File: src/rtl/spi_master_ctrl.sv
// SPI master engine: one CMD_W+DATA_W frame per start, all CPOL/CPHA modes, programmable SCLK.
// Optional macro SPI_LOOPBACK_EN adds a loopback input that routes registered mosi to the sampler.
module spi_master_ctrl #(
  parameter int unsigned DATA_W = 8,
  parameter int unsigned CMD_W  = 2,
  parameter int unsigned NUM_CS = 1,
  parameter int unsigned DIV_W  = 8
) (
  input  logic                    clk,
  input  logic                    rst_n,
  input  logic                    start,
  input  logic [CMD_W+DATA_W-1:0] data_in,
  input  logic [2:0]              cs_sel,
  input  logic [DIV_W-1:0]        clk_div,
  input  logic                    cpol,
  input  logic                    cpha,
`ifdef SPI_LOOPBACK_EN
  input  logic                    loopback,
`endif
  output logic [DATA_W-1:0]       data_out,
  output logic                    busy,
  output logic                    done,
  output logic                    sclk,
  output logic                    mosi,
  input  logic                    miso,
  output logic [NUM_CS-1:0]       ss_n
);

  localparam int unsigned F    = CMD_W + DATA_W;
  localparam int unsigned HP_W = $clog2(2 * F);
  localparam logic [HP_W-1:0] LastHp = HP_W'(2 * F - 1);

  typedef enum logic [2:0] {StIdle, StSetup, StXfer, StHold, StDone} state_e;

  state_e            state_q;
  logic [DIV_W-1:0]  div_q, cnt_q;
  logic [HP_W-1:0]   hp_q, hp_next;
  logic [F-1:0]      tx_q;
  logic [DATA_W-1:0] rx_q;
  logic              cpha_q;
  logic [NUM_CS-1:0] cs_onehot;
  logic              cs_valid, miso_s, half_end, sample_now;

  always_comb begin
    cs_onehot = '0;
    for (int unsigned i = 0; i < NUM_CS; i++) cs_onehot[i] = (32'(cs_sel) == i);
  end

  assign cs_valid = (32'(cs_sel) < NUM_CS);

`ifdef SPI_LOOPBACK_EN
  assign miso_s = loopback ? mosi : miso;
`else
  assign miso_s = miso;
`endif

  assign half_end = (cnt_q == div_q);
  // Index of the half-period that begins at the next boundary; even = leading edge.
  assign hp_next    = (state_q == StSetup) ? '0 : hp_q + HP_W'(1);
  assign sample_now = (hp_next[0] == cpha_q);

  always_ff @(posedge clk or negedge rst_n) begin
    if (!rst_n) begin
      state_q  <= StIdle;
      div_q    <= '0;
      cnt_q    <= '0;
      hp_q     <= '0;
      tx_q     <= '0;
      rx_q     <= '0;
      cpha_q   <= 1'b0;
      data_out <= '0;
      busy     <= 1'b0;
      done     <= 1'b0;
      sclk     <= 1'b0;
      mosi     <= 1'b0;
      ss_n     <= '1;
    end else begin
      done <= 1'b0;
      unique case (state_q)
        StIdle: begin
          if (start && cs_valid) begin
            state_q <= StSetup;
            busy    <= 1'b1;
            cnt_q   <= '0;
            hp_q    <= '0;
            div_q   <= clk_div;
            cpha_q  <= cpha;
            sclk    <= cpol;
            ss_n    <= ~cs_onehot;
            if (!cpha) begin
              mosi <= data_in[F-1];
              tx_q <= data_in << 1;
            end else begin
              tx_q <= data_in;
            end
          end
        end
        StSetup, StXfer: begin
          if (half_end) begin
            cnt_q <= '0;
            if (state_q == StXfer && hp_q == LastHp) begin
              state_q <= StHold;
            end else begin
              state_q <= StXfer;
              hp_q    <= hp_next;
              sclk    <= ~sclk;
              if (sample_now) begin
                rx_q <= (rx_q << 1) | DATA_W'(miso_s);
              end else begin
                mosi <= tx_q[F-1];
                tx_q <= tx_q << 1;
              end
            end
          end else begin
            cnt_q <= cnt_q + DIV_W'(1);
          end
        end
        StHold: begin
          if (half_end) begin
            state_q  <= StDone;
            busy     <= 1'b0;
            done     <= 1'b1;
            ss_n     <= '1;
            data_out <= rx_q;
          end else begin
            cnt_q <= cnt_q + DIV_W'(1);
          end
        end
        StDone:  state_q <= StIdle;
        default: state_q <= StIdle;
      endcase
    end
  end

endmodule

File: config.mk
export PLATFORM = sky130hd
export DESIGN_NAME = spi_master_ctrl
export DESIGN_NICKNAME = d
export VERILOG_FILES = /design/src/rtl/spi_master_ctrl.sv
export SDC_FILE = /design/constraint.sdc
export NUM_CORES = 1
export LEC_CHECK = 0
export CAP_MARGIN = 15
export CORE_UTILIZATION = 58
export DETAILED_ROUTE_END_ITERATION = 8
export HOLD_SLACK_MARGIN = 0.03
export MAX_ROUTING_LAYER = met4
export PLACE_DENSITY = 0.84
export SETUP_SLACK_MARGIN = 0.3
export SLEW_MARGIN = 25
export SYNTH_ARGS = -nofsm -noshare
export SYNTH_HDL_FRONTEND = slang
export SYNTH_SLANG_ARGS = --single-unit
File: constraint.sdc
create_clock -name clk -period 3.8 [get_ports clk]
set_input_delay 0.38 -clock clk [delete_from_list [all_inputs] [get_ports clk]]
set_output_delay 0.38 -clock clk [all_outputs]
set_load 0.1 [all_outputs]
==> results.cfg <==
[outcome]
outcome = complete, no violations

[logic_synthesis]
syn_area_sq_mm = 0.002839
synth.avg_cell_area_sq_um = 11.54
syn_inst = 246
synthArstFlopShare_pct = 100.0
seq_area_frac_synth_pct = 49.41
synth_edf_count = 0
synth_cell_types = 47
syn-num-nets = 275
synth_ff_type = dfrtp_1
synth_area_leaders = dfrtp_1 (48%), mux2_2 (14%), mux2i_1 (3.9%), xnor2_1 (3.4%), o21ai_0 (2.3%)
ys.warnings.count = 0
synth_top_area_cell = dfrtp_1
synth_top_area_share_pct = 48.48
ys_ff_latch = 56

[global_route]
grt_max_degree = 57
grt_usage_pct = 22.77
top_usage_layer = met2
antenna_found_initial = 0
grt_pass1_vias = 1916
grt_pass1_wl_mm = 8.825
use_met1_pct = 29.23
grt.overflow.total = 0
met3_usage_pct = 4.861
grt_use_met2_pct = 35.74

[clock_tree]
hold_buffers = 0
post_cts_buffers = 0
insertion_delay_ns = 0.31
htree_levels = 2
cts_tree = done
cts_sinks = 56
root_buffer = clkbuf_8
cts_buffer_depth = 2
path_clk_slew_ns = 0.09
numCtsBuffers = 5
ctsResizeCount = 0

[sta]
finalCritPeriodShare_pct = 62.13
setup_viol = 0
max_freq_ghz = 0.4235
hold_violations = 0
timing.hold.ws_ns = 0.1781
skew_ns = 0.008473
min_period_ns = 2.361
finalMaxSlewViolations = 0
worst_slew_pin_slew_ns = 0.9835
slew_headroom_pct = 34.23
rsz0062_at_grt = no
final.setup.tns_ns = 0

[finish]
final_common_cell = dfrtp_1
num_antenna_cells = 0
mostFrequentLayoutCells = dfrtp_1 (55), clkdlybuf4s50_1 (38), mux2_2 (35)
area_delta_synth_final_pct = 18.42
fin_nets = 313
drive_above_1_share_pct = 20.35

[setup_path]
crit_slowest_cell = clkdlybuf4s50_1
cp-end-kind = output pin
start_kind = flip-flop
crit_arrival_ns = 1.98
reg2regPathDepth = 5
critPathKind = flip-flop to output pin
critical_path_buf_inv_count = 1
cpPeakStageDelay_ns = 1.14
cp_max_fo = 2
crit_chain = clkdlybuf4s50_1
cp_num_cells = 1
cp_top_family = buffers and inverters
worstPathRequired_ns = 3.42

[routing]
drt-initial-drc-count = 130
drt-pass1-iter-count = 6
post_drt_wl_per_cell_um = 14.88
viasPerCell = 5.642
finalWirelength_mm = 5.238
vias = 1986
antenna_left = 0
drc_errors = 0

[floorplan]
initial_core_util_pct = 60.11
num_rows = 25
fp.coreArea_sq_mm = 0.004723
dieArea_sq_mm = 0.005178
die_w_um = 71.96
io_pins = 40
die_h_um = 71.96

[power]
powerDensity_mw_per_mm2 = 695.6
leakagePower_nw = 1.475
ir_worst_vdd_mv = 0.4040

[placement]
port_buffers = 39
post-dp-hpwl_mm = 3.732
place_congestion = 0.7890

[hold_path]
hold_path.class = input pin to asynchronous set/reset pin

[run]
cap_violations = 0
kinds of logic after synthesis:
family / count (synthesis) / share of synthesized area [%]
simple gates: 61 / 11.90
flops: 56 / 49.41
compound gates: 52 / 13.88
mux: 46 / 17.76
buf+inv: 18 / 2.776
xor+xnor: 11 / 3.393
fa+ha+maj: 2 / 0.8813
area by class of cell:
cell class	count	area, sq um
timing repair buffer	41	400.4
sequential	56	1403
fill	344	1361
tap	67	83.83
clock buffer	5	68.82
multi-input combinational	172	1358
inverter	8	30.03
clock inverter	3	18.77
cells in the mapped netlist (2+ instances only):
master,instances
o2bb2ai_1,3
inv_1,8
o32ai_1,4
o31ai_1,5
a21o_1,3
o21ai_0,13
nor2_1,9
o211ai_1,7
nand4_2,2
mux2_2,35
ha_1,2
dfrtp_1,55
or2_2,2
a21oi_1,5
nand2b_1,2
nand2_1,16
and3_1,5
xnor2_1,11
and4_1,2
nor3_1,7
nand3_1,8
buf_2,3
clkbuf_1,5
mux2i_1,11
metal layers:
metal	part of all wire (%)	vias to the layer above
met3	2.6	6
met1	46	979
met5	0	-
met2	50	23
met4	1.3	0
li1	-	978
worst paths after layout:
kind                                   startpoint                   to  slack [ns]
setup / recovery                 ss_n$_DFFE_PN1P_                 ss_n        1.44
hold / removal                              rst_n  hp_q[2]$_DFFE_PN0P_        0.18
setup reg to reg           state_q[1]$_DFFE_PN0P_  rx_q[7]$_DFFE_PN0P_        1.51
hold reg to reg               tx_q[3]$_DFFE_PN0P_  tx_q[3]$_DFFE_PN0P_        0.51
max in group asynchronous                   rst_n  tx_q[7]$_DFFE_PN0P_        3.15
min in group clk              tx_q[3]$_DFFE_PN0P_  tx_q[3]$_DFFE_PN0P_        0.51
metrics by stage:
stage	worst slack (ns)	cell area [sq um]	power (mW)	util (%)	std cells
2_1_floorplan	1.872	2839	1.616	-	246
3_3_place_gp	1.385	3274	1.992	69.32	344
3_5_place_dp	1.329	3274	2.029	69.32	344
4_1_cts	1.420	3362	2.350	71.18	352
5_1_grt	1.349	3362	2.488	71.18	352
6_report	1.439	3362	2.339	71.18	352
flip-flops by register name, indices dropped and copies added (netlist names):
name      flops
div_q         8
tx_q         10
state_q       3
mosi          1
rx_q          8
cpha_q        1
done          1
hp_q          5
busy          1
ss_n          1
sclk          1
cnt_q         8
data_out      8
where the power goes:
part / switching (mW) / internal [mW] / total [mW] / leakage [nW]
clock network: 0.186 / 0.129 / 0.315 / 0.0479
registers: 0.171 / 0.778 / 0.948 / 0.726
logic: 0.630 / 0.445 / 1.07 / 0.701
Note: power is estimated with default switching activity, not from simulation.
